`config.mk`:
```
export PLATFORM = sky130hd
export DESIGN_NAME = hex_keypad_entry
export DESIGN_NICKNAME = d
export VERILOG_FILES = /design/src/rtl/hex_keypad_entry.sv
export SDC_FILE = /design/constraint.sdc
export NUM_CORES = 1
export LEC_CHECK = 0
export ABC_AREA = 0
export BUFFER_PORTS_ARGS = -buffer_cell sky130_fd_sc_hd__buf_2
export CAP_MARGIN = 20
export CORE_MARGIN = 1.5
export CORE_UTILIZATION = 35
export DETAILED_ROUTE_END_ITERATION = 6
export GPL_TIMING_DRIVEN = 0
export PLACE_DENSITY_LB_ADDON = 0.2
export SYNTH_ARGS = -nofsm -noshare
export SYNTH_HDL_FRONTEND = slang
export SYNTH_SLANG_ARGS = --single-unit
```
`constraint.sdc`:
```
create_clock -name clk -period 2.3 [get_ports clk]
set_clock_uncertainty 0.1 [all_clocks]
set_input_delay 0.46 -clock clk [delete_from_list [all_inputs] [get_ports clk]]
set_output_delay 0.46 -clock clk [all_outputs]
set_load 0.01 [all_outputs]
```
`src/rtl/hex_keypad_entry.sv`:
```
// hex_keypad_entry: scans a 4x4 active-low matrix keypad, debounces each press,
// decodes it to a hex nibble and shifts digits into a 32-bit entry register
// that feeds an 8-digit seven-segment display driver. Code F acts as backspace.
module hex_keypad_entry #(
  parameter int SCAN_DIV       = 1000,
  parameter int DEBOUNCE_SCANS = 8
) (
  input  logic        clk,
  input  logic        reset,
  input  logic [3:0]  row_in,
  input  logic        clear,
  output logic [3:0]  col_out,
  output logic        key_valid,
  output logic [3:0]  key_code,
  output logic [31:0] data_out,
  output logic [3:0]  digit_count
);

  localparam int TW = (SCAN_DIV > 2) ? $clog2(SCAN_DIV) : 1;
  localparam int CW = (DEBOUNCE_SCANS > 1) ? $clog2(DEBOUNCE_SCANS + 1) : 1;
  localparam logic [TW-1:0] SLOT_LAST = TW'(SCAN_DIV - 1);
  // The count reaches DEBOUNCE_SCANS exactly when it is incremented from this value.
  localparam logic [CW-1:0] CNT_LAST  = CW'(DEBOUNCE_SCANS - 1);

  typedef enum logic [1:0] {
    SCAN     = 2'd0,
    DEBOUNCE = 2'd1,
    HELD     = 2'd2
  } state_t;

  logic [3:0]    row_meta_reg;
  logic [3:0]    row_sync_reg;
  logic [TW-1:0] timer_reg;
  state_t        state_reg;
  logic [1:0]    col_idx_reg;
  logic [3:0]    col_out_reg;
  logic [1:0]    row_lat_reg;
  logic [CW-1:0] cnt_reg;
  logic          key_valid_reg;
  logic [3:0]    key_code_reg;
  logic [31:0]   data_reg;
  logic [3:0]    count_reg;

  logic          sample;
  logic [3:0]    one_low;
  logic          row_ok;
  logic [1:0]    row_idx;
  logic          commit_next;
  logic [3:0]    code_next;

  assign sample = (timer_reg == SLOT_LAST);

  // Per-row flag: this row is the only one pulled low.
  generate
    for (genvar gi = 0; gi < 4; gi++) begin : g_row_pat
      localparam logic [3:0] ROW_PAT = ~(4'b0001 << gi);
      assign one_low[gi] = (row_sync_reg == ROW_PAT);
    end
  endgenerate

  assign row_ok = |one_low;

  function automatic logic [3:0] key_map(input logic [1:0] r, input logic [1:0] c);
    logic [3:0] k;
    case ({r, c})
      4'b00_00: k = 4'h1;
      4'b00_01: k = 4'h2;
      4'b00_10: k = 4'h3;
      4'b00_11: k = 4'hA;
      4'b01_00: k = 4'h4;
      4'b01_01: k = 4'h5;
      4'b01_10: k = 4'h6;
      4'b01_11: k = 4'hB;
      4'b10_00: k = 4'h7;
      4'b10_01: k = 4'h8;
      4'b10_10: k = 4'h9;
      4'b10_11: k = 4'hC;
      4'b11_00: k = 4'hE;
      4'b11_01: k = 4'h0;
      4'b11_10: k = 4'hF;
      default:  k = 4'hD;
    endcase
    return k;
  endfunction

  // Encode the single low row into its index (only meaningful when row_ok).
  always_comb begin
    row_idx = 2'd0;
    for (int i = 0; i < 4; i++) begin
      if (one_low[i]) row_idx = 2'(i);
    end
  end

  // Commit decision for the current sample; the column is frozen while debouncing.
  always_comb begin
    commit_next = 1'b0;
    code_next   = key_map(row_lat_reg, col_idx_reg);
    if (sample) begin
      if (state_reg == DEBOUNCE && row_ok && row_idx == row_lat_reg && cnt_reg == CNT_LAST) begin
        commit_next = 1'b1;
      end else if (state_reg == SCAN && row_ok && DEBOUNCE_SCANS <= 1) begin
        commit_next = 1'b1;
        code_next   = key_map(row_idx, col_idx_reg);
      end
    end
  end

  // Two-flop synchronizer for the asynchronous row lines.
  always_ff @(posedge clk) begin
    if (reset) begin
      row_meta_reg <= 4'b1111;
      row_sync_reg <= 4'b1111;
    end else begin
      row_meta_reg <= row_in;
      row_sync_reg <= row_meta_reg;
    end
  end

  // Slot timer: each column is driven for SCAN_DIV cycles, sampled on the last.
  always_ff @(posedge clk) begin
    if (reset) begin
      timer_reg <= '0;
    end else if (sample) begin
      timer_reg <= '0;
    end else begin
      timer_reg <= timer_reg + TW'(1);
    end
  end

  // Scan / debounce / held state machine; acts only on sample cycles.
  always_ff @(posedge clk) begin
    if (reset) begin
      state_reg   <= SCAN;
      col_idx_reg <= 2'd0;
      col_out_reg <= 4'b1110;
      row_lat_reg <= 2'd0;
      cnt_reg     <= '0;
    end else if (sample) begin
      case (state_reg)
        SCAN: begin
          if (row_ok) begin
            row_lat_reg <= row_idx;
            if (DEBOUNCE_SCANS <= 1) begin
              state_reg <= HELD;
              cnt_reg   <= '0;
            end else begin
              state_reg <= DEBOUNCE;
              cnt_reg   <= CW'(1);
            end
          end else begin
            col_idx_reg <= col_idx_reg + 2'd1;
            col_out_reg <= {col_out_reg[2:0], col_out_reg[3]};
          end
        end
        DEBOUNCE: begin
          if (row_ok && row_idx == row_lat_reg) begin
            if (cnt_reg == CNT_LAST) begin
              state_reg <= HELD;
              cnt_reg   <= '0;
            end else begin
              cnt_reg <= cnt_reg + CW'(1);
            end
          end else begin
            state_reg   <= SCAN;
            cnt_reg     <= '0;
            col_idx_reg <= col_idx_reg + 2'd1;
            col_out_reg <= {col_out_reg[2:0], col_out_reg[3]};
          end
        end
        HELD: begin
          // Other keys in the frozen column are ignored: they neither hold nor release.
          if (!row_sync_reg[row_lat_reg]) begin
            cnt_reg <= '0;
          end else if (!row_ok) begin
            if (cnt_reg == CNT_LAST) begin
              state_reg   <= SCAN;
              cnt_reg     <= '0;
              col_idx_reg <= col_idx_reg + 2'd1;
              col_out_reg <= {col_out_reg[2:0], col_out_reg[3]};
            end else begin
              cnt_reg <= cnt_reg + CW'(1);
            end
          end
        end
        default: begin
          state_reg <= SCAN;
          cnt_reg   <= '0;
        end
      endcase
    end
  end

  // Entry register: shift in digits, F removes the newest digit, clear wins.
  always_ff @(posedge clk) begin
    if (reset) begin
      key_valid_reg <= 1'b0;
      key_code_reg  <= 4'h0;
      data_reg      <= 32'h0;
      count_reg     <= 4'd0;
    end else begin
      key_valid_reg <= commit_next;
      if (commit_next) key_code_reg <= code_next;
      if (clear) begin
        data_reg  <= 32'h0;
        count_reg <= 4'd0;
      end else if (commit_next) begin
        if (code_next == 4'hF) begin
          data_reg  <= {4'h0, data_reg[31:4]};
          count_reg <= (count_reg == 4'd0) ? 4'd0 : count_reg - 4'd1;
        end else begin
          data_reg  <= {data_reg[27:0], code_next};
          count_reg <= (count_reg == 4'd8) ? 4'd8 : count_reg + 4'd1;
        end
      end
    end
  end

  assign col_out     = col_out_reg;
  assign key_valid   = key_valid_reg;
  assign key_code    = key_code_reg;
  assign data_out    = data_reg;
  assign digit_count = count_reg;

endmodule

```
==> results of run 1 <==
## path summary, 6_finish.rpt
path	from	endpoint	slack (ns)	depth (start not counted)
max	row_sync_reg[1]$_SDFF_PP1_	digit_count[2]$_SDFFE_PP0P_	0.11	7
min	row_in[0]	row_meta_reg[0]$_SDFF_PP1_	0.19	2
max reg2reg	row_sync_reg[1]$_SDFF_PP1_	digit_count[2]$_SDFFE_PP0P_	0.11	7
min reg2reg	row_meta_reg[1]$_SDFF_PP1_	row_sync_reg[1]$_SDFF_PP1_	0.31	1
## cell families after synthesis
logic type | after synthesis | share of synthesized area (%)
flip-flops | 73 | 40.14
AND/OR/NAND/NOR | 159 | 21.48
multiplexers | 16 | 5.258
XOR/XNOR | 10 | 2.405
adder cells (fa/ha/maj) | 9 | 3.093
AO/OA/AOI/OAI | 111 | 21.37
buffers and inverters | 43 | 6.254
## through the flow
stage / std cells / instance area [um^2] / util [%]
after global placement: 608 / 4066 / 39.93
after CTS: 625 / 4302 / 42.24
after global routing: 627 / 4398 / 43.18
after detailed placement: 608 / 4066 / 39.93
final: 627 / 4398 / 43.18
after floorplan: 421 / 3641 / -
## area by class of cell
class                   instances  area, um^2
fillers                      1057        5787
multi-input cells             305        2021
flip-flops and latches         73        1466
repair buffers                 55       285.3
plain buffers                  34       212.7
well taps                     136       170.2
clock buffers                  10       127.6
clock inverters                 5       81.33
inverters                       9       33.78
## timing repair
action	CTS	global route
setup endpoints to repair	27	37
resized for setup	4	25
gates cloned	0	0
pin swaps	0	4
setup buffers	2	2
## report_power, final
part	internal [mW]	leakage [nW]	switching, mW
combinational	0.0273	0.909	0.0489
sequential	1.27	0.592	0.00693
clock	0.606	0.102	0.493
## critical path: cells and delay by family (launching register included)
| kind | cells | cell delay [ns] |
|---|---|---|
| buffers and inverters | 2 | 0.37 |
| DFF | 1 | 0.30 |
| AOI/OAI and AO/OA | 3 | 0.80 |
| and+or+nand+nor | 2 | 0.52 |
## cell usage after synthesis (all sizes together) (6+ instances only)
library cell / n / area [um^2]
dfxtp: 73 / 1461
nand2: 68 / 255.2
a21oi: 40 / 204.0
a311oi: 26 / 245.2
nor2: 25 / 93.84
buf: 24 / 156.4
o21ai: 15 / 75.07
mux2i: 12 / 120.1
nand3: 11 / 60.06
or2: 11 / 68.82
clkbuf: 10 / 37.54
ha: 9 / 112.6
nor3: 9 / 50.05
inv: 8 / 30.03
nand4: 8 / 56.30
o211ai: 7 / 52.55
xnor2: 6 / 52.55
## per-layer routing
layer  vias up  wire, um
li1       1656         -
met1      1608      4553
met2        86      4391
met3        10       405
met4         0       125
met5         -         0
## cells in the final DEF, fill, tap and decap left out, types with 3 or more instances in the layout
master	synthesis	final
dfxtp_1	73	71
buf_2	14	59
nand4_1	7	7
nor2_1	25	24
a311oi_1	25	20
nand4b_1	5	5
inv_1	8	7
or3_1	3	3
nor3_1	8	8
a311oi_2	0	5
o2111ai_1	4	4
o211ai_1	7	7
xor2_1	4	4
buf_4	5	13
nand2b_1	3	3
clkbuf_1	10	11
clkbuf_8	0	9
o22ai_1	4	4
a21oi_1	39	39
ha_1	9	8
nand2_1	68	68
buf_6	4	5
and3_1	5	5
o21ai_0	14	13
mux2i_1	12	11
or2_2	11	11
nand3_1	10	10
xnor2_1	6	6
==> results_dict.tcl, run 1 <==
set metrics [dict create \
    drv_cap 0 \
    fmax_mhz 457.3 \
    cts_tree "done" \
    synth_edf_count 0 \
    ys.flop_type "dfxtp_1" \
    required_ns 2.46 \
    use_met3_pct 4.866 \
    grt_pass1_vias 3108 \
    fin_hold_ws_ns 0.1921 \
    ys_seq_area_share_pct 40.14 \
    critPathKind "flip-flop to flip-flop" \
    grt_pass1_wl_mm 15.63 \
    synth_seq_cells 73 \
    cts_max_path_buffers 2 \
    finalWorstSetupSlack_ns 0.1131 \
    synth_cell_types 56 \
    tightest_slew_ns 0.5518 \
    synth_cells 421 \
    clk_pin_slew_ns 0.07 \
    slew_violations 0 \
    crit_slowest_cell "or3b_1" \
    first_iter_violations 130 \
    power.leakage_nw 1.603 \
    use_met1_pct 23.53 \
    overflow 0 \
    largest_register_ffs 32 \
    antenna_cells 0 \
    remaining_drc_errors 0 \
    setup_viol 0 \
    cts_made_buffers 9 \
    wire_per_inst_um 15.11 \
    gp_congestion 0.8133 \
    ir_worst_vdd_uv 335.1 \
    hp-class "primary input to flip-flop" \
    slowest_delay_ns 0.37 \
    report.power.total_mw 2.454 \
    cts.sinks 73 \
    vias 3360 \
    syn_nets 437 \
    fin_crit_sh_pct 95.08 \
    totalWireLength_mm 9.475 \
    async_flop_share_pct 0 \
    drtPass1Iterations 4 \
    antenna_found_initial 0 \
    clock-root-buffer "clkbuf_8" \
    critPathLaunchType "flip-flop" \
    tns_ns 0 \
    drive_gt1_share_pct 26.27 \
    syn_avg_cell_area_um2 8.648 \
    dp_hpwl_mm 6.624 \
    io_buffers 51 \
    power.density_cell_area_nw_per_um2 558.0 \
    path_cells "buf_2 > or3b_1 > a21oi_2 > o2111a_2 > buf_4 > nand3_2 > o32ai_2" \
    cp_max_fo 10 \
    vias_per_cell 5.359 \
    worstSetupEndpointType "flip-flop" \
    clk_latency_ns 0.36 \
    grt_max_degree 13 \
    dp_slack_ns -0.1569 \
    syn_area_um2 3641 \
    detail-route-antenna-nets 0 \
    run_status "completed" \
    die_y_um 105.0 \
    nets 503 \
    core_area_um2 10180 \
    grt-busiest-layer "met2" \
    grt_use_total_pct 17.69 \
    num_rows 37 \
    slew-limit-headroom_pct 63.22 \
    die-area_um2 11020 \
    worstPathArrival_ns 2.34 \
    cts_max_level 3 \
    start_util_pct 35.75 \
    gr-usage-met2_pct 27.22 \
    synthToLayoutAreaGrowth_pct 20.79 \
    layout_min_cycle_time_ns 2.187 \
    ios 52 \
    ctsHoldBuffers 0 \
    ys_warn_count 0 \
    hold_viol_final 0 \
    die_x_um 105.0 \
]
(Power assumes the default switching activity.)
==> run 2, diff against run 1 <==
==> constraint.sdc (replaced) <==
create_clock -name clk -period 2.5 [get_ports clk]
set_clock_uncertainty 0.1 [all_clocks]
set_input_delay 0.5 -clock clk [delete_from_list [all_inputs] [get_ports clk]]
set_output_delay 0.5 -clock clk [all_outputs]
set_load 0.01 [all_outputs]
==> run 2 against run 1 <==
Net effect:
- worst hold slack improved by 0.040 ns
- non-clock buffer count down 1
- power decreased by 8.0%
- sequential power shrank 8%
- setup slack better by 0.063 ns
- core utilization is 0.90 points lower
- clock power is 8% lower
- die area unchanged
- via count decreased by 0.57%
- register-to-register slack improved by 0.06 ns
- sequential share of layout area increased by 0.62 points
- sequential cell count did not move
- critical path type unchanged
- highest routed layer unchanged
==> results_dict.tcl, run 2 (synthesis gave the netlist of run 1 again) <==
set metrics [dict create \
    run_status "completed" \
    antenna_cells 0 \
    multi_input_area_um2 1959 \
    wl_met1_mm 4.456 \
    cts_tree "done" \
    worstSetupEndpointType "flip-flop" \
    largest_register_ffs 32 \
    clkPwrFrac_pct 44.8 \
    ir_worst_vdd_uv 307.6 \
    cts_made_buffers 9 \
    layout_min_cycle_time_ns 2.324 \
    mostFrequentLayoutCells "dfxtp_1, nand2_1, buf_2, a21oi_1" \
    vias 3341 \
    wl_met2_mm 4.382 \
    report.power.total_mw 2.257 \
    dpl.cell_count 608 \
    worstHoldStart "row_in[0]" \
    overflow 0 \
    fin_crit_sh_pct 92.96 \
    pwr-share-seq_pct 52.2 \
    die_y_um 105.0 \
    fill_cells 1056 \
    hold_viol_final 0 \
    num_rows 37 \
    tightest_slew_ns 0.5169 \
    remaining_drc_errors 0 \
    cts.sinks 73 \
    p_sw_mw 0.5035 \
    cts_max_path_buffers 2 \
    pwr-share-comb_pct 3.0 \
    detail-route-antenna-nets 0 \
    ios 52 \
    dr_wl_met3_um 483 \
    internal_power_mw 1.753 \
    totalWireLength_mm 9.420 \
    cts_max_level 3 \
    slew-limit-headroom_pct 65.31 \
    setup_viol 0 \
    ctsHoldBuffers 0 \
    start_util_pct 35.75 \
    swShare_pct 22.31 \
    worstPathArrival_ns 2.48 \
    grt_max_degree 13 \
    reg2reg_from "col_idx_reg[1]$_SDFFE_PP0P_" \
    core_area_um2 10180 \
    antenna_found_initial 0 \
    first_iter_violations 108 \
    worstHoldEndpoint "row_meta_reg[0]$_SDFF_PP1_" \
    wire_per_inst_um 15.05 \
    power.density_cell_area_nw_per_um2 524.0 \
    slew_violations 0 \
    vias_per_cell 5.337 \
    r2r_slack_ns 0.18 \
    mostFrequentLayoutCell "dfxtp_1" \
    regArea_um2 1463 \
    finalNonFillerCells 626 \
    synthToLayoutAreaGrowth_pct 18.28 \
    critPathLaunchType "flip-flop" \
    drtPass1Iterations 5 \
    io_buffers 51 \
    die_x_um 105.0 \
    top_layer "met4" \
    grt_pass1_vias 3065 \
    clk_pin_slew_ns 0.08 \
    die-area_um2 11020 \
    power.leakage_nw 1.589 \
    drv_cap 0 \
    gp_congestion 0.8133 \
    post-route-util_pct 42.29 \
    grt_use_total_pct 17.60 \
    fmax_mhz 430.3 \
    critPathKind "flip-flop to flip-flop" \
    r2r_cells 9 \
    regToRegEndpoint "data_out[17]$_SDFFE_PP0P_" \
    required_ns 2.65 \
    nets 502 \
    hp-class "primary input to flip-flop" \
    clock-root-buffer "clkbuf_8" \
    cp_max_fo 10 \
    dp_hpwl_mm 6.624 \
    drive_gt1_share_pct 23.67 \
    grt_pass1_wl_mm 15.55 \
    min_path_cells 2 \
    clk_latency_ns 0.35 \
]
run 2: metrics by stage:
step	hold WS [ns]	TNS, ns	area, um^2	setup WS, ns
floorplan	0.2895	0	3641	0.4305
global placement	0.2936	0	4066	0.05022
detailed placement	0.2976	0	4066	0.04311
CTS	0.2095	0	4277	0.08215
global route	0.2175	-0.2158	4307	-0.04597
finish	0.2323	0	4307	0.1761
run 2: metal layers:
metal	vias up	GRT usage, %
met5	-	0
li1	1656	-
met1	1584	23.52
met3	8	4.803
met2	93	27.31
met4	0	5.871
run 2: layout make-up:
type / count / share of cell area, %
plain buffers: 34 / 4.503
clock buffers: 10 / 2.963
clock inverters: 5 / 1.888
inverters: 9 / 0.7844
multi-input cells: 305 / 45.50
flip-flops and latches: 73 / 33.96
well taps: 136 / 3.951
repair buffers: 54 / 6.450
run 2: worst max-delay path by stage:
stage                                      from                   endpoint  slack (ns)  cells after the start
global placement    col_idx_reg[0]$_SDFFE_PP0P_  data_out[17]$_SDFFE_PP0P_        0.05                      9
detailed placement  col_idx_reg[0]$_SDFFE_PP0P_  data_out[17]$_SDFFE_PP0P_        0.04                      9
finish              col_idx_reg[1]$_SDFFE_PP0P_  data_out[17]$_SDFFE_PP0P_        0.18                      9
global route        col_idx_reg[1]$_SDFFE_PP0P_  data_out[17]$_SDFFE_PP0P_       -0.05                      9
floorplan           col_idx_reg[0]$_SDFFE_PP0P_   data_out[8]$_SDFFE_PP0P_        0.43                      9
CTS                 col_idx_reg[0]$_SDFFE_PP0P_  data_out[17]$_SDFFE_PP0P_        0.08                      9
run 2: worst max-delay path, stage by stage (launching register included):
cell and delay, ns:
dfxtp_1 0.39, inv_1 0.14, ha_1 0.31, nor3b_1 0.24, a21o_2 0.19, and4_1 0.21
buf_6 0.16, buf_6 0.15, nand2_1 0.05, a311oi_1 0.28
run 2: power by group through the flow:
stage / registers [mW] / logic (mW) / clock network, mW
2_1_floorplan: 1.20 / 0.0483 / 0
3_3_place_gp: 1.20 / 0.0675 / 0
3_5_place_dp: 1.21 / 0.0682 / 0
4_1_cts: 1.18 / 0.0684 / 1.04
5_1_grt: 1.18 / 0.0772 / 1.09
6_report: 1.18 / 0.0681 / 1.01
run 2: repair_timing:
| action | in CTS | in global routing |
|---|---|---|
| buffers inserted | 0 | 3 |
| endpoints found under the setup margin | 1 | 22 |
| resized for setup | 1 | 2 |
